### src/rtl/pipe_hazard_ctrl_pkg.sv
// Shared types and constants for the pipeline hazard controller.
package pipe_pkg;

    typedef enum logic [1:0] {
        IDLE     = 2'd0,
        MDU_BUSY = 2'd1,
        MDU_DONE = 2'd2
    } state_e;

    localparam logic [1:0] FWD_RF  = 2'b00;
    localparam logic [1:0] FWD_MEM = 2'b01;
    localparam logic [1:0] FWD_WB  = 2'b10;

    localparam logic [3:0] REG_ZERO = 4'd0;
    localparam logic [3:0] REG_R15  = 4'd15;

    // r0 is hardwired zero, so it never creates a dependency.
    function automatic logic reg_match(input logic [3:0] src,
                                       input logic [3:0] rd,
                                       input logic       wb);
        return (src == rd) && wb && (rd != REG_ZERO);
    endfunction

endpackage

### src/rtl/pipe_hazard_ctrl_if.sv
// Pipeline-side signal bundle of the hazard controller: stage tags in, enables/flushes/forward selects out.
interface pipe_hazard_ctrl_if;
    logic       id_valid;
    logic [3:0] id_rs;
    logic [3:0] id_rt;
    logic       id_use_rs;
    logic       id_use_rt;
    logic       id_use_r15;
    logic       ex_valid;
    logic [3:0] ex_rd;
    logic       ex_wb;
    logic       ex_load;
    logic       ex_mdu;
    logic       ex_br_taken;
    logic [3:0] mem_rd;
    logic       mem_wb;
    logic [3:0] wb_rd;
    logic       wb_wb;

    logic       pc_en;
    logic       if_id_en;
    logic       if_id_flush;
    logic       id_ex_en;
    logic       id_ex_flush;
    logic       ex_m_en;
    logic [1:0] fwd_a;
    logic [1:0] fwd_b;
    logic       r15_busy;

    modport master (
        output id_valid, id_rs, id_rt, id_use_rs, id_use_rt, id_use_r15,
        output ex_valid, ex_rd, ex_wb, ex_load, ex_mdu, ex_br_taken,
        output mem_rd, mem_wb, wb_rd, wb_wb,
        input  pc_en, if_id_en, if_id_flush, id_ex_en, id_ex_flush, ex_m_en,
        input  fwd_a, fwd_b, r15_busy
    );

    modport slave (
        input  id_valid, id_rs, id_rt, id_use_rs, id_use_rt, id_use_r15,
        input  ex_valid, ex_rd, ex_wb, ex_load, ex_mdu, ex_br_taken,
        input  mem_rd, mem_wb, wb_rd, wb_wb,
        output pc_en, if_id_en, if_id_flush, id_ex_en, id_ex_flush, ex_m_en,
        output fwd_a, fwd_b, r15_busy
    );
endinterface

### src/rtl/pipe_hazard_ctrl_mdu_timer.sv
// Loadable down-counter timing the MDU occupancy of EX.
// zero_o flags that the current decrement is the last one (count is 1 or already 0).
module mdu_timer #(
    parameter int CNT_W = 2
) (
    input  logic             clk,
    input  logic             rst,
    input  logic             load_i,
    input  logic [CNT_W-1:0] load_val_i,
    input  logic             dec_i,
    output logic             zero_o
);

    logic [CNT_W-1:0] cnt_q;
    logic [CNT_W-1:0] cnt_d;

    always_comb begin
        cnt_d = cnt_q;
        if (load_i) begin
            cnt_d = load_val_i;
        end else if (dec_i && (cnt_q != '0)) begin
            cnt_d = cnt_q - CNT_W'(1);
        end
    end

    always_ff @(posedge clk or negedge rst) begin
        if (!rst) begin
            cnt_q <= '0;
        end else begin
            cnt_q <= cnt_d;
        end
    end

    assign zero_o = (cnt_q <= CNT_W'(1));

endmodule

### src/rtl/pipe_hazard_ctrl.sv
// Stall/flush/forward sequencer for the 4-register pipeline; define PIPE_FWD_EN to enable operand
// forwarding, otherwise RAW dependencies are resolved purely by stalling.
//
//   state    | meaning
//   IDLE     | pipe flowing; branch, load-use/RAW and R15 hazards evaluated
//   MDU_BUSY | mul/div occupying EX; whole pipe frozen, timer counting down
//   MDU_DONE | last MDU cycle; EX/M captures the result, pipe released
module pipe_hazard_ctrl
    import pipe_pkg::*;
#(
    parameter int MDU_CYCLES = 4,
    parameter int CNT_W      = $clog2(MDU_CYCLES)
) (
    input  logic               clk,
    input  logic               rst,
    pipe_hazard_ctrl_if.slave  hz
);

    state_e state_q;
    state_e state_d;
    logic   r15_busy_q, r15_busy_d;
    logic   r15_pend_q, r15_pend_d;

    logic use_rs, use_rt;
    logic raw_stall, r15_stall, mdu_issue, tmr_zero;
    logic pc_en, if_id_en, if_id_flush, id_ex_en, id_ex_flush, ex_m_en;

    assign use_rs = hz.id_valid & hz.id_use_rs;
    assign use_rt = hz.id_valid & hz.id_use_rt;

`ifdef PIPE_FWD_EN
    // Only a load in EX cannot be covered by forwarding next cycle.
    assign raw_stall = hz.ex_valid & hz.ex_load &
                       ((use_rs & reg_match(hz.id_rs, hz.ex_rd, hz.ex_wb)) |
                        (use_rt & reg_match(hz.id_rt, hz.ex_rd, hz.ex_wb)));

    assign hz.fwd_a = (use_rs & reg_match(hz.id_rs, hz.mem_rd, hz.mem_wb)) ? FWD_MEM :
                      (use_rs & reg_match(hz.id_rs, hz.wb_rd,  hz.wb_wb))  ? FWD_WB  : FWD_RF;
    assign hz.fwd_b = (use_rt & reg_match(hz.id_rt, hz.mem_rd, hz.mem_wb)) ? FWD_MEM :
                      (use_rt & reg_match(hz.id_rt, hz.wb_rd,  hz.wb_wb))  ? FWD_WB  : FWD_RF;
`else
    // M/WB writes through the register file in its own cycle, so only EX and EX/M producers stall.
    assign raw_stall =
        (use_rs & ((hz.ex_valid & reg_match(hz.id_rs, hz.ex_rd, hz.ex_wb)) |
                   reg_match(hz.id_rs, hz.mem_rd, hz.mem_wb))) |
        (use_rt & ((hz.ex_valid & reg_match(hz.id_rt, hz.ex_rd, hz.ex_wb)) |
                   reg_match(hz.id_rt, hz.mem_rd, hz.mem_wb)));

    assign hz.fwd_a = FWD_RF;
    assign hz.fwd_b = FWD_RF;

    logic unused_in;
    assign unused_in = ^{hz.ex_load, hz.wb_rd, hz.wb_wb};
`endif

    assign r15_stall = hz.id_valid & hz.id_use_r15 & r15_busy_q;
    assign mdu_issue = (state_q == IDLE) & hz.ex_valid & hz.ex_mdu;

    mdu_timer #(.CNT_W(CNT_W)) u_mdu_timer (
        .clk        (clk),
        .rst        (rst),
        .load_i     (mdu_issue),
        .load_val_i (CNT_W'(MDU_CYCLES - 2)),
        .dec_i      (state_q == MDU_BUSY),
        .zero_o     (tmr_zero)
    );

    always_comb begin
        state_d     = state_q;
        pc_en       = 1'b1;
        if_id_en    = 1'b1;
        if_id_flush = 1'b0;
        id_ex_en    = 1'b1;
        id_ex_flush = 1'b0;
        ex_m_en     = 1'b1;
        case (state_q)
            IDLE: begin
                if (mdu_issue) begin
                    pc_en    = 1'b0;
                    if_id_en = 1'b0;
                    id_ex_en = 1'b0;
                    ex_m_en  = 1'b0;
                    state_d  = (MDU_CYCLES == 2) ? MDU_DONE : MDU_BUSY;
                end else if (hz.ex_br_taken) begin
                    if_id_flush = 1'b1;
                    id_ex_flush = 1'b1;
                end else if (raw_stall || r15_stall) begin
                    pc_en       = 1'b0;
                    if_id_en    = 1'b0;
                    id_ex_flush = 1'b1;
                end
            end
            MDU_BUSY: begin
                pc_en    = 1'b0;
                if_id_en = 1'b0;
                id_ex_en = 1'b0;
                ex_m_en  = 1'b0;
                if (tmr_zero) begin
                    state_d = MDU_DONE;
                end
            end
            MDU_DONE: state_d = IDLE;
            default:  state_d = IDLE;
        endcase
    end

    // R15 stays busy through the EX/M cycle after MDU_DONE and reads clean once it reaches M/WB.
    always_comb begin
        r15_busy_d = r15_busy_q;
        r15_pend_d = r15_pend_q;
        if (mdu_issue) begin
            r15_busy_d = 1'b1;
            r15_pend_d = 1'b0;
        end else if (r15_pend_q) begin
            r15_busy_d = 1'b0;
            r15_pend_d = 1'b0;
        end else if (state_q == MDU_DONE) begin
            r15_pend_d = 1'b1;
        end
    end

    always_ff @(posedge clk or negedge rst) begin
        if (!rst) begin
            state_q    <= IDLE;
            r15_busy_q <= 1'b0;
            r15_pend_q <= 1'b0;
        end else begin
            state_q    <= state_d;
            r15_busy_q <= r15_busy_d;
            r15_pend_q <= r15_pend_d;
        end
    end

    assign hz.pc_en       = pc_en;
    assign hz.if_id_en    = if_id_en;
    assign hz.if_id_flush = if_id_flush;
    assign hz.id_ex_en    = id_ex_en;
    assign hz.id_ex_flush = id_ex_flush;
    assign hz.ex_m_en     = ex_m_en;
    assign hz.r15_busy    = r15_busy_q;

endmodule

### src/flat_wrapper.sv
// flat-port wrapper written by rule: the top's interface ports become plain ports
module pipe_hazard_ctrl_flat import pipe_pkg::*;
#(
    parameter int MDU_CYCLES = 4,
    parameter int CNT_W      = $clog2(MDU_CYCLES)
)
  (clk, rst, hz_id_valid, hz_id_rs, hz_id_rt, hz_id_use_rs, hz_id_use_rt, hz_id_use_r15, hz_ex_valid, hz_ex_rd, hz_ex_wb, hz_ex_load, hz_ex_mdu, hz_ex_br_taken, hz_mem_rd, hz_mem_wb, hz_wb_rd, hz_wb_wb, hz_pc_en, hz_if_id_en, hz_if_id_flush, hz_id_ex_en, hz_id_ex_flush, hz_ex_m_en, hz_fwd_a, hz_fwd_b, hz_r15_busy);
  pipe_hazard_ctrl_if hz_i ();
  input  logic clk;
  input  logic rst;
  input wire logic [$bits(hz_i.id_valid)-1:0] hz_id_valid;
  input wire logic [$bits(hz_i.id_rs)-1:0] hz_id_rs;
  input wire logic [$bits(hz_i.id_rt)-1:0] hz_id_rt;
  input wire logic [$bits(hz_i.id_use_rs)-1:0] hz_id_use_rs;
  input wire logic [$bits(hz_i.id_use_rt)-1:0] hz_id_use_rt;
  input wire logic [$bits(hz_i.id_use_r15)-1:0] hz_id_use_r15;
  input wire logic [$bits(hz_i.ex_valid)-1:0] hz_ex_valid;
  input wire logic [$bits(hz_i.ex_rd)-1:0] hz_ex_rd;
  input wire logic [$bits(hz_i.ex_wb)-1:0] hz_ex_wb;
  input wire logic [$bits(hz_i.ex_load)-1:0] hz_ex_load;
  input wire logic [$bits(hz_i.ex_mdu)-1:0] hz_ex_mdu;
  input wire logic [$bits(hz_i.ex_br_taken)-1:0] hz_ex_br_taken;
  input wire logic [$bits(hz_i.mem_rd)-1:0] hz_mem_rd;
  input wire logic [$bits(hz_i.mem_wb)-1:0] hz_mem_wb;
  input wire logic [$bits(hz_i.wb_rd)-1:0] hz_wb_rd;
  input wire logic [$bits(hz_i.wb_wb)-1:0] hz_wb_wb;
  output wire logic [$bits(hz_i.pc_en)-1:0] hz_pc_en;
  output wire logic [$bits(hz_i.if_id_en)-1:0] hz_if_id_en;
  output wire logic [$bits(hz_i.if_id_flush)-1:0] hz_if_id_flush;
  output wire logic [$bits(hz_i.id_ex_en)-1:0] hz_id_ex_en;
  output wire logic [$bits(hz_i.id_ex_flush)-1:0] hz_id_ex_flush;
  output wire logic [$bits(hz_i.ex_m_en)-1:0] hz_ex_m_en;
  output wire logic [$bits(hz_i.fwd_a)-1:0] hz_fwd_a;
  output wire logic [$bits(hz_i.fwd_b)-1:0] hz_fwd_b;
  output wire logic [$bits(hz_i.r15_busy)-1:0] hz_r15_busy;
  assign hz_i.id_valid = hz_id_valid;
  assign hz_i.id_rs = hz_id_rs;
  assign hz_i.id_rt = hz_id_rt;
  assign hz_i.id_use_rs = hz_id_use_rs;
  assign hz_i.id_use_rt = hz_id_use_rt;
  assign hz_i.id_use_r15 = hz_id_use_r15;
  assign hz_i.ex_valid = hz_ex_valid;
  assign hz_i.ex_rd = hz_ex_rd;
  assign hz_i.ex_wb = hz_ex_wb;
  assign hz_i.ex_load = hz_ex_load;
  assign hz_i.ex_mdu = hz_ex_mdu;
  assign hz_i.ex_br_taken = hz_ex_br_taken;
  assign hz_i.mem_rd = hz_mem_rd;
  assign hz_i.mem_wb = hz_mem_wb;
  assign hz_i.wb_rd = hz_wb_rd;
  assign hz_i.wb_wb = hz_wb_wb;
  assign hz_pc_en = hz_i.pc_en;
  assign hz_if_id_en = hz_i.if_id_en;
  assign hz_if_id_flush = hz_i.if_id_flush;
  assign hz_id_ex_en = hz_i.id_ex_en;
  assign hz_id_ex_flush = hz_i.id_ex_flush;
  assign hz_ex_m_en = hz_i.ex_m_en;
  assign hz_fwd_a = hz_i.fwd_a;
  assign hz_fwd_b = hz_i.fwd_b;
  assign hz_r15_busy = hz_i.r15_busy;
  pipe_hazard_ctrl #(.MDU_CYCLES(MDU_CYCLES), .CNT_W(CNT_W)) u_core (.clk(clk), .rst(rst), .hz(hz_i));
endmodule
### config.mk
export PLATFORM = sky130hd
export DESIGN_NAME = pipe_hazard_ctrl_flat
export DESIGN_NICKNAME = d
export VERILOG_FILES = /design/src/rtl/pipe_hazard_ctrl_pkg.sv /design/src/rtl/pipe_hazard_ctrl_if.sv /design/src/rtl/pipe_hazard_ctrl_mdu_timer.sv /design/src/rtl/pipe_hazard_ctrl.sv /design/src/flat_wrapper.sv
export SDC_FILE = /design/constraint.sdc
export NUM_CORES = 1
export LEC_CHECK = 0
export ABC_AREA = 1
export BUFFER_PORTS_ARGS = -buffer_cell sky130_fd_sc_hd__buf_2
export CORE_MARGIN = 5
export CORE_UTILIZATION = 43
export DETAILED_ROUTE_END_ITERATION = 12
export PLACE_DENSITY = 0.84
export SYNTH_ARGS = -nofsm -noshare
export SYNTH_HDL_FRONTEND = slang
export SYNTH_SLANG_ARGS = --single-unit
### constraint.sdc
create_clock -name clk -period 1.6 [get_ports clk]
set_input_delay 0.16 -clock clk [delete_from_list [all_inputs] [get_ports clk]]
set_output_delay 0.16 -clock clk [all_outputs]
set_load 0.05 [all_outputs]
# Word-level counts from Yosys, hierarchy flattened
# Index checks and enable logic that the tools add are counted.
# Widths: inputs -> output; s select.
dict set report totals {
  register_bits 6
  latchBits 0
  ram_bits 0
  mem_bits_ro 0
  input_bits 33
  out_inout_bits 11
  wordCells 67
  mem_count 0
}
dict set report classes {
  add_sub_neg 1
  multipliers 0
  div 0
  magnitude_cmp 1
  n_eq_ne 8
  n_shift 0
  n_mux 23
  n_bitwise 13
  n_reduce_logical 17
}
# operator count
set op_table {}
lappend op_table {{$eq 4x4->1} 4}
lappend op_table {{$mux 1} 16}
lappend op_table {{$and 1x1->1} 10}
lappend op_table {{$logic_and 1x1->1} 9}
lappend op_table {{$mux 2} 4}
lappend op_table {{$reduce_bool 4->1} 2}
lappend op_table {{$reduce_bool 2->1} 3}
lappend op_table {{$ne 2x1->1 const B} 2}
lappend op_table {{$pmux 1 s2} 2}
lappend op_table {{$pmux 2 s2} 1}
lappend op_table {{$or 1x1->1} 3}
lappend op_table {{$eq 2x1->1 const B} 1}
lappend op_table {{$eq 2x2->1 const B} 1}
lappend op_table {{$le 2x1->1 const B} 1}
lappend op_table {{$logic_not 2->1} 1}
lappend op_table {{$reduce_and 2->1} 1}
lappend op_table {{$sub 2x1->2 const B} 1}
lappend op_table {{$logic_or 1x1->1} 1}

# Depth between registers and ports, before layout
# Gate-level depths: netlist of the first run.
dict set report logic_depth {
  depth_word 12
  ltp_mapped 11
  depth_no_buf 11
}

# Modules after synthesis
# Synthesis of the first run repeated with hierarchy kept, for this count alone.
dict set report hier_totals {
  hier_cells 158
  hier_area_um2 793.3
}
# module instances cells_per_inst area_per_inst_um2 seq_area_each_um2
set modules_own_cells {}
lappend modules_own_cells {pipe_hazard_ctrl 1 137 646.9 100.1}
lappend modules_own_cells {mdu_timer 1 21 146.4 50.0}

# Worst setup path before layout of the first run
# OpenSTA, ideal clock, no wires.
dict set report synth_path {
  path_type {register -> output}
  startpoint {register u_core.state_q[0]}
  endpoint {output port hz_pc_en}
  arrival_time_ns 2.173
  required_time_ns 1.440
  path_slack_ns -0.733
  path_stages_with_launch 9
  path_buffers 1
  path_cell_list {dfrtp_1 nor2_1 nand2_1 nor2_1 inv_1 nand2_1 inv_1 nand2_1 buf_4}
}
dict set report synth_between {
  elab_chain_cells 5
  elab_cells_between_ends 6
  cone_classes {eq/ne (1); mux (2); bitwise (2); reduce/logical (1)}
}
# item line
set synth_rtl {}
lappend synth_rtl {{start: declaration} pipe_hazard_ctrl.sv:19} ;# state_e state_q;
lappend synth_rtl {{start signal: assignment} pipe_hazard_ctrl.sv:128} ;# state_q <= state_d;
lappend synth_rtl {{$logic_not 2->1} -}
lappend synth_rtl {{$and 1x1->1 (2 in a row)} pipe_hazard_ctrl.sv:57} ;# assign mdu_issue = (state_q == IDLE) & hz.ex_valid & hz.ex_mdu;
lappend synth_rtl {{$mux 1} -}
lappend synth_rtl {{$pmux 1 s2 (*)} -}
lappend synth_rtl {{end: declaration} flat_wrapper.sv:27} ;# output wire logic [$bits(hz_i.pc_en)-1:0] hz_pc_en;
# Mark *: on every way between the ends. The rest lies on a longest branch, timed or not.

# Worst setup path after layout of the first run
dict set report layout_path {
  startpoint {register u_core.state_q[1]}
  endpoint {output port hz_if_id_en}
}
dict set report layout_between {
  elab_chain_cells 5
  elab_cells_between_ends 6
  cone_classes {eq/ne (1); mux (2); bitwise (2); reduce/logical (1)}
}
# item line
set layout_rtl {}
lappend layout_rtl {{$logic_not 2->1} {pipe_hazard_ctrl.sv:57, pipe_hazard_ctrl.sv:76}}
lappend layout_rtl {{$and 1x1->1 (2 in a row)} pipe_hazard_ctrl.sv:57}
lappend layout_rtl {{$mux 1} pipe_hazard_ctrl.sv:78} ;# if (mdu_issue) begin
lappend layout_rtl {{$pmux 1 s2 (*)} pipe_hazard_ctrl.sv:76} ;# case (state_q)
lappend layout_rtl {{end: declaration} flat_wrapper.sv:28} ;# output wire logic [$bits(hz_i.if_id_en)-1:0] hz_if_id_en;
# Marked as above.

==> summary.txt, run 1 <==
Run status
  • Result of the run: finished with violations
  • Violated checks: negative setup slack

Floorplan
  • Die boundary height: 51.9 µm
  • Die ar.: approximately 0.0027 mm²
  • Number of rows created at floorplan: 15
  • Core Region: 0.00169 mm²
  • Starting density of the core: 44.6%
  • Top-Level Pins: 44
  • Horiz. Die Dim: 51.9 µm

STA
  • Max Fclk: 620 MHz
  • PnR worst setup slack: -0.0124 ns
  • Skew final: 0.0000844 ns
  • Max Slew Vio Count: 0
  • Final total negative setup slack: -0.0238 ns
  • Hold slack: 0.268 ns
  • # setup viols final: 2
  • Post-route fraction of the period consumed by the critical path: 101%
  • Fin crit period: 1.61 ns
  • Setup repair after global routing missed its margin: yes
  • Fin. Hold Viols: 0

Clock tree
  • CTS H-tree depth: 1
  • Maximum clock path buffer count: 2
  • Clock buffer count from CTS: 3
  • Clock Sink Count: 6
  • Clock insertion delay at the later pin of the skew report: 0.24 ns
  • Clock slew at reported path FFs: 0.04 ns
  • Clk Tree Root Cell: clkbuf_4
  • CTS tree: done

GRT
  • Global Route met1 Usage: 18.7%
  • Sum of overflow across all layers after global routing: 0
  • Most Used Layer, Global Route: met2
  • Met2 GRT Util: 31.8%
  • Vias in the first global route: approximately 910
  • Combined global-route utilization of all metal layers: between 10% and 20%
  • Global-route wire length before repair: around 3500 µm
  • Met3 demand-to-capacity share in global routing: 3.44%
  • Antenna violations before repair: 0
  • Pin count of the biggest net entering global routing: 7

Setup path
  • Startpoint types: flip-flop
  • Required arrival time at the worst endpoint: between 1 and 1.5 ns
  • Beginning of the critical path: u_core.state_q[1]
  • Top cell family by delay on the critical path: simple AND/OR/NAND/NOR gates
  • Largest stage delay on the critical path: 0.41 ns
  • Crit Reg-Reg Startpoint: u_core.state_q[1]
  • Data arrival, critical path: approximately 1.5 ns
  • Critical Path Sink Type: output pin
  • Category of the critical setup timing path: flip-flop to output pin
  • Slowest-stage cell, CP: dfrtp_1
  • CP Buf/Inv Count: 3
  • Chain of cells forming the critical path: nor2_4 > nand3_4 > nand2_4 > nor2_4 > inv_2 > nand2_2 > inv_2 > nand2_4 > buf_8
  • Peak fanout along the critical path: 3

Cells and area
  • Post-layout util: 60.6%
  • Filler cells: ~170
  • Post-layout nets: 220
  • Most frequent cells in the layout: nand2_1 (58), buf_2 (30), inv_1 (27)
  • Total non-filler cell area in the finished layout: 0.00102 mm²
  • Layout cell share with drive strength beyond 1: 28.4%
  • Most common cell after layout, fill and taps aside: nand2_1
  • Number of cells in the finished layout apart from fillers: 200
  • Storage element area: 150 µm²
  • Area delta synth->final: 35.9%
  • Area of the multi-input gates: about 490 µm²
  • Inserted Diodes: 0

Route
  • Count of nets left with antenna violations after detail routing: 0
  • DR iter-0 viols: 17
  • Routed len/inst: approximately 11 µm
  • Routed vias/inst: around 4.7
  • Routed vias: between 900 and 1,000
  • Pre-antenna DRT Iters: 4
  • DRC: 0
  • Routed WL: 2140 µm

Job
  • Number of violations of the max-capacitance limit: 0

Pwr
  • Static Leak: 0.708 nW
  • PwrDens: approximately 1600 mW/mm²
  • IR Drop Worst-Case VDD: 1.07 mV

Worst hold path
  • Class of the tightest hold or removal check: input pin to async pin

Synthesis
  • Yosys synthesis warning count: 0
  • Total standard cell area after synthesis: 753 µm²
  • Sequential element share of the synthesized area: between 10% and 20%
  • Post-synthesis area per instance: 5.16 µm²
  • Number of library cell types mapped by synthesis: 17
  • Number of standard cells after synthesis: approximately 150
  • Synthesized flop and latch total: 6

Placed design
  • Area after detailed placement: 926 µm²
  • Number of port buffers: 33
  • Post-DP HPWL: 1740 µm
  • Count of placed standard cells including taps: 193
  • Gpl congestion: 0.798
[registers in the layout, indices dropped and copies added (netlist names)]
name	cells
u_core.hz.r15_busy	1
u_core.r15_pend_q	1
u_core.state_q	2
u_core.u_mdu_timer.cnt_q	2
[final cells by class]
class,count,share of cell area [%]
inverters,32,11.7
well taps,17,2.08
clock buffers,3,2.20
flip-flops and latches,6,14.7
multi-input cells,105,47.8
repair buffers,37,21.5
[where the power goes]
| part | switching [mW] | internal [mW] |
|---|---|---|
| sequential | 0.0529 | 0.219 |
| combinational | 0.824 | 0.386 |
| clock | 0.0532 | 0.0848 |
| total | 0.930 | 0.690 |
[metrics by stage]
step / total power [mW] / worst slack, ns
finish: 1.62 / -0.0124
global route: 1.73 / -0.0848
global placement: 1.24 / 0.172
detailed placement: 1.27 / 0.111
floorplan: 1.14 / 0.00749
CTS: 1.58 / 0.00185
[layer usage]
metal	routed length, µm	up-vias
li1	-	492
met1	832	407
met2	1210	30
met3	77	6
met4	24	0
met5	0	-
[cells in the mapped netlist]
master,n,share of area [%]
nand3_2,2,2.7
nand3_1,5,3.3
inv_2,2,1.0
a21oi_1,1,0.66
dfrtp_1,6,20
o211ai_1,1,1.0
conb_1,1,0.50
inv_1,30,15
ha_1,2,3.3
nor3_1,1,0.66
buf_4,6,6.0
o31ai_1,1,1.0
o21ai_0,3,2.0
nand2_2,1,0.83
nand2_1,61,30
nand4_1,1,0.83
nor2_1,22,11
[final timing paths]
check	endpoint	slack, ns	cells after the start
worst min-delay path	u_core.hz.r15_busy	0.27	2
worst min register to register	u_core.r15_pend_q	0.45	1
worst max-delay path	hz_if_id_en	-0.01	9
max in group asynchronous	u_core.u_mdu_timer.cnt_q[0]	1.19	2
worst max register to register	u_core.u_mdu_timer.cnt_q[0]	0.43	6
min in group clk	u_core.state_q[0]	0.34	4
[repair_timing]
item,CTS,global route
endpoints found under the hold margin,6,0
pin swaps,3,6
gates resized for setup,11,4
hold buffers,1,0
setup endpoints to repair,3,3
buffers inserted,2,1
[cell families after synthesis]
kind of cell	count (synthesis)	share of synthesized area, %
simple gates	93	49.7
buf+inv	38	21.9
compound gates	6	4.65
flops	6	19.9
fa+ha+maj	2	3.32
other cells	1	0.498
Power figures use the tool's default switching activity.
==> inputs of run 2 (changes only) <==
--- a/config.mk
+++ b/config.mk
@@ -11,6 +11,7 @@
 export CORE_UTILIZATION = 43
 export DETAILED_ROUTE_END_ITERATION = 12
 export PLACE_DENSITY = 0.84
+export RECOVER_POWER = 100
 export SYNTH_ARGS = -nofsm -noshare
 export SYNTH_HDL_FRONTEND = slang
 export SYNTH_SLANG_ARGS = --single-unit
==> summary.txt, run 2 (synthesis results as in run 1) <==
Cells and area
  • Area delta synth->final: 35.7%
  • Most frequent cells in the layout: nand2_1 (58), buf_2 (29), inv_1 (27)
  • Inserted Diodes: 0 (unchanged)
  • Number of cells in the finished layout apart from fillers: 200 (unchanged)
  • Area of the multi-input gates: 489 µm² (unchanged)
  • Storage element area: 150 µm² (unchanged)
  • Post-layout nets: 220 (unchanged)
  • Layout cell share with drive strength beyond 1: 27.9% (-0.55 points)
  • Most common cell after layout, fill and taps aside: nand2_1
  • Filler cells: 165 (unchanged)
  • Largest registers: u_core.state_q (2), u_core.u_mdu_timer.cnt_q (2)

Setup path
  • Terminus of the critical flop-to-flop path: u_core.u_mdu_timer.cnt_q[0]
  • Top cell family by delay on the critical path: simple AND/OR/NAND/NOR gates
  • Worst setup endpoint: hz_if_id_en
  • Beginning of the critical path: u_core.state_q[1]
  • Category of the critical setup timing path: flip-flop to output pin
  • Worst r2r path cells: 6 (unchanged)
  • Required arrival time at the worst endpoint: 1.44 ns (about the same)
  • Instance count on the critical path: 9 (unchanged)
  • Chain of cells forming the critical path: nor2_4 > nand3_4 > nand2_4 > nor2_4 > inv_2 > nand2_2 > inv_2 > nand2_4 > buf_8
  • Critical Path Sink Type: output pin
  • Setup slack of the worst register-to-register path: 0.44 ns (about the same)
  • Largest stage delay on the critical path: 0.41 ns (about the same)
  • CP Buf/Inv Count: 3 (unchanged)
  • Peak fanout along the critical path: 3 (unchanged)
  • Data arrival, critical path: 1.45 ns (about the same)
  • Startpoint types: flip-flop
  • Crit Reg-Reg Startpoint: u_core.state_q[1]
  • Slowest-stage cell, CP: dfrtp_1

Worst hold path
  • Class of the tightest hold or removal check: input pin to async pin

Clock tree
  • CTS H-tree depth: 1 (unchanged)
  • CTS tree: done
  • Clock insertion delay at the later pin of the skew report: 0.24 ns (about the same)
  • Clock buffer count from CTS: 3 (unchanged)
  • Clock slew at reported path FFs: 0.04 ns (about the same)
  • Clock Sink Count: 6 (unchanged)
  • Maximum clock path buffer count: 2 (unchanged)
  • Clk Tree Root Cell: clkbuf_4

GRT
  • Vias in the first global route: 911 (unchanged)
  • Antenna violations before repair: 0 (unchanged)
  • Sum of overflow across all layers after global routing: 0 (unchanged)
  • Global-route wire length before repair: 3500 µm (unchanged)
  • Combined global-route utilization of all metal layers: 17.3% (unchanged)
  • Pin count of the biggest net entering global routing: 7 (unchanged)

Placed design
  • Post-DP HPWL: 1740 µm (unchanged)
  • Gpl congestion: 0.798 (unchanged)
  • Number of port buffers: 33 (unchanged)
  • Count of placed standard cells including taps: 193 (unchanged)

STA
  • PnR worst setup slack: -0.00931 ns (+0.00309 ns)
  • # setup viols final: 2 (unchanged)
  • Max Fclk: 621 MHz (+0.19%)
  • Hold slack: 0.323 ns (+0.0549 ns)
  • Fin crit period: 1.61 ns (-0.00309 ns)
  • Fin. Hold Viols: 0 (unchanged)
  • Setup repair after global routing missed its margin: yes
  • Skew final: 0.00102 ns (+0.000933 ns)
  • Max Slew Vio Count: 0 (unchanged)
  • Post-route fraction of the period consumed by the critical path: 101% (-0.19 points)

Pwr
  • Int Pwr: 0.689 mW (-0.16%)
  • IR Drop Worst-Case VDD: 1.07 mV (about the same)
  • Clock network fraction of total power: 8.6% (about the same)
  • Register share of total power: 16.8% (about the same)
  • Static Leak: 0.705 nW (-0.44%)
  • Proportion of power drawn by combinational gates: 74.7% (about the same)
  • PnR Total Power: 1.62 mW (-0.13%)
  • PwrDens: 1580 mW/mm² (about the same)
  • Switching Fraction: 57.4% (about the same)
  • Net Sw Power: 0.929 mW (-0.10%)

Floorplan
  • Horiz. Die Dim: 51.9 µm (unchanged)
  • Number of rows created at floorplan: 15 (unchanged)
  • Top-Level Pins: 44 (unchanged)
  • Die boundary height: 51.9 µm (unchanged)
  • Die ar.: 0.00269 mm² (unchanged)
  • Core Region: 0.00169 mm² (unchanged)
  • Starting density of the core: 44.6% (unchanged)

Route
  • DR iter-0 viols: 18 (+1)
  • Routed vias/inst: 4.64 (-0.86%)
  • Routed vias: 927 (-0.86%)
  • Routed WL: 2130 µm (-0.42%)
  • Routed len/inst: 10.7 µm (-0.42%)
  • Count of nets left with antenna violations after detail routing: 0 (unchanged)
  • Pre-antenna DRT Iters: 5 (+1)
  • DRC: 0 (unchanged)

Run status
  • Violated checks: negative setup slack
  • Result of the run: finished with violations

Job
  • Number of violations of the max-capacitance limit: 0 (unchanged)
==> run 2: worst min path at each step <==
stage                         start                 end  slack, ns
final                           rst  u_core.hz.r15_busy       0.32
after detailed placement        rst  u_core.hz.r15_busy      -0.01
after global placement          rst  u_core.hz.r15_busy      -0.01
after global routing      hz_ex_mdu   u_core.state_q[0]       0.34
after CTS                       rst  u_core.hz.r15_busy       0.27
after floorplan                 rst  u_core.hz.r15_busy      -0.14
==> run 2: area by class of cell <==
class	instances	share of cell area, %
Clock buffer	3	2.20
Inverter	32	11.8
Multi-Input combinational cell	105	47.9
Sequential cell	6	14.7
Tap cell	17	2.08
Timing Repair Buffer	37	21.4
==> run 2: what timing repair did <==
item                                    4_1_cts  5_1_grt
gates resized for setup                      11        4
pin swaps                                     3        6
buffers inserted                              2        1
endpoints found under the hold margin         6        0
endpoints found under the setup margin        3        3
hold buffers                                  1        0
==> run 2: through the flow <==
stage          cell area [µm²]  worst slack [ns]  util (%)  setup TNS, ns
2_1_floorplan              792           0.00749         -              0
3_3_place_gp               926             0.172      54.8              0
4_1_cts                   1010           0.00185      59.9              0
6_report                  1020          -0.00931      60.5        -0.0176
5_1_grt                   1020           -0.0847      60.5         -0.279
3_5_place_dp               926             0.111      54.8              0
==> run 2: metal layers <==
layer | track usage [%] | up-vias | routed length, µm
met5 | 0 | - | 0
met4 | 7.86 | 0 | 24
met3 | 3.44 | 6 | 78
met2 | 31.8 | 24 | 1220
met1 | 18.7 | 404 | 814
li1 | - | 493 | -
==> run 2: power by group through the flow <==
stage                     Sequential [mW]  Combinational (mW)  Clock (mW)
after CTS                           0.268                1.17       0.147
after detailed placement            0.266                1.01           0
after global placement              0.259               0.977           0
final                               0.271                1.21       0.139
after floorplan                     0.293               0.844           0
after global routing                0.281                1.29       0.157
==> inputs of run 3 (changes only) <==
--- a/config.mk
+++ b/config.mk
@@ -6,7 +6,7 @@
 export NUM_CORES = 1
 export LEC_CHECK = 0
 export ABC_AREA = 1
-export BUFFER_PORTS_ARGS = -buffer_cell sky130_fd_sc_hd__buf_2
+export BUFFER_PORTS_ARGS = -buffer_cell sky130_fd_sc_hd__buf_4
 export CORE_MARGIN = 5
 export CORE_UTILIZATION = 43
 export DETAILED_ROUTE_END_ITERATION = 12
@@ -15,3 +15,4 @@
 export SYNTH_ARGS = -nofsm -noshare
 export SYNTH_HDL_FRONTEND = slang
 export SYNTH_SLANG_ARGS = --single-unit
+export TNS_END_PERCENT = 1
==> summary.txt, run 3 (synthesis results as in run 1) <==
Run status
  • Result of the run: finished with violations
  • Violated checks: negative setup slack

Cells and area
  • Storage element area: 150 µm² (unchanged)
  • Most frequent cells in the layout: nand2_1 (58), buf_4 (34), inv_1 (28)
  • Layout cell share with drive strength beyond 1: 27.7% (-0.15 points)
  • Filler cells: 151 (-8.5%)
  • Post-layout util: 64.8% (+4.3 points)
  • Largest registers: u_core.state_q (2), u_core.u_mdu_timer.cnt_q (2)
  • Post-layout nets: 221 (+0.45%)
  • Inserted Diodes: 0 (unchanged)
  • Most common cell after layout, fill and taps aside: nand2_1
  • Total non-filler cell area in the finished layout: 0.00109 mm² (+7.1%)
  • Area of the multi-input gates: 482 µm² (-1.5%)
  • Area delta synth->final: 45.3%

Setup path
  • Beginning of the critical path: u_core.state_q[1]
  • Crit Reg-Reg Startpoint: u_core.state_q[1]
  • Data arrival, critical path: 1.46 ns (about the same)
  • Required arrival time at the worst endpoint: 1.44 ns (about the same)
  • Category of the critical setup timing path: flip-flop to output pin
  • Critical Path Sink Type: output pin
  • Peak fanout along the critical path: 3 (unchanged)
  • Startpoint types: flip-flop

Job
  • Number of violations of the max-capacitance limit: 0 (unchanged)

Floorplan
  • Starting density of the core: 44.6% (unchanged)
  • Top-Level Pins: 44 (unchanged)
  • Number of rows created at floorplan: 15 (unchanged)
  • Die boundary height: 51.9 µm (unchanged)
  • Die ar.: 0.00269 mm² (unchanged)
  • Horiz. Die Dim: 51.9 µm (unchanged)
  • Core Region: 0.00169 mm² (unchanged)

STA
  • # setup viols final: 2 (unchanged)
  • PnR worst setup slack: -0.0197 ns (-0.0104 ns)
  • Fin. Hold Viols: 0 (unchanged)
  • Skew final: 0.00428 ns (+0.00326 ns)
  • Post-route fraction of the period consumed by the critical path: 101% (+0.65 points)
  • Setup repair after global routing missed its margin: yes
  • Max Fclk: 617 MHz (-0.64%)
  • Max Slew Vio Count: 0 (unchanged)
  • Fin crit period: 1.62 ns (+0.0104 ns)

Clock tree
  • CTS tree: done
  • Clock insertion delay at the later pin of the skew report: 0.24 ns (about the same)
  • Clk Tree Root Cell: clkbuf_4
  • Maximum clock path buffer count: 2 (unchanged)
  • CTS H-tree depth: 1 (unchanged)
  • Clock Sink Count: 6 (unchanged)
  • Clock slew at reported path FFs: 0.05 ns (about the same)
  • Clock buffer count from CTS: 3 (unchanged)

GRT
  • Antenna violations before repair: 0 (unchanged)
  • Pin count of the biggest net entering global routing: 7 (unchanged)
  • Sum of overflow across all layers after global routing: 0 (unchanged)
  • Vias in the first global route: 904 (-0.77%)
  • Global-route wire length before repair: 3270 µm (-6.5%)
  • Combined global-route utilization of all metal layers: 15.5% (-1.8 points)

Route
  • Routed len/inst: 10.9 µm (+1.8%)
  • Pre-antenna DRT Iters: 4 (-1)
  • Routed WL: 2180 µm (+2.3%)
  • DR iter-0 viols: 18 (unchanged)
  • Routed vias: 908 (-2.0%)
  • Routed vias/inst: 4.52 (-2.5%)
  • Count of nets left with antenna violations after detail routing: 0 (unchanged)
  • DRC: 0 (unchanged)

Pwr
  • Static Leak: 0.735 nW (+4.3%)
  • IR Drop Worst-Case VDD: 1.35 mV (+27%)
  • PwrDens: 1520 mW/mm² (-4.0%)

Placed design
  • Post-DP HPWL: 1670 µm (-4.2%)
  • Gpl congestion: 0.809 (+1.4%)
  • Area after detailed placement: 0.00101 mm² (+8.9%)
  • Number of port buffers: 33 (unchanged)

Worst hold path
  • Class of the tightest hold or removal check: input pin to async pin
==> run 3: cell count changes in the layout (fill, tap and decap cells not counted), sizes merged <==
cell    delta
clkbuf     -1
buf        +2
==> run 3: stage by stage <==
stage	worst slack [ns]	std cells	power [mW]	hold WS [ns]	TNS [ns]
floorplan	0.00749	149	1.14	-0.136	0
global placement	0.189	193	1.33	-0.0317	0
detailed placement	0.163	193	1.36	-0.0300	0
CTS	0.00133	199	1.57	0.265	0
global route	-0.0935	201	1.76	0.369	-0.220
finish	-0.0197	201	1.66	0.329	-0.0385
==> run 3: worst paths after layout <==
kind	to	slack, ns	cells past startpoint
worst min register to register	u_core.r15_pend_q	0.44	1
worst max-delay path	hz_if_id_en	-0.02	9
worst min-delay path	u_core.u_mdu_timer.cnt_q[1]	0.33	2
max in group asynchronous	u_core.state_q[0]	1.02	2
worst max register to register	u_core.u_mdu_timer.cnt_q[0]	0.22	7
min in group clk	u_core.r15_pend_q	0.44	1
==> run 3: report_power, final <==
| part | switching [mW] | leakage, nW | internal, mW |
|---|---|---|---|
| registers | 0.0530 | 0.0738 | 0.219 |
| logic | 0.826 | 0.647 | 0.429 |
| clock network | 0.0523 | 0.0138 | 0.0847 |
==> run 3: timing repair <==
item                       in CTS  in global routing
hold endpoints to repair        6                  0
resized for setup               2                  7
pin swaps                       3                  5
setup endpoints to repair       2                  2
hold buffers                    1                  0
buffers inserted                2                  2
==> run 3: cell type report <==
class / count / area share (%)
repair buffers: 38 / 27.3
multi-input cells: 105 / 44.0
flip-flops and latches: 6 / 13.7
well taps: 17 / 1.94
inverters: 32 / 11.0
clock buffers: 3 / 2.06
==> run 3: critical path: stages, from the launching register on <==
cell and delay (ns):
dfrtp_1 0.40, nor2_4 0.16, nand3_2 0.13, nand2_4 0.12
nor2_4 0.04, inv_2 0.05, nand2_2 0.04, inv_2 0.06
nand2_4 0.06, buf_8 0.15
==> run 3: layer usage <==
metal / vias to the layer above / GRT usage (%) / share of wire (%)
met5: - / 0 / 0
met4: 0 / 1.31 / 0
met3: 0 / 2.58 / 2.2
met2: 15 / 31.0 / 58
met1: 400 / 17.2 / 40
li1: 493 / - / -
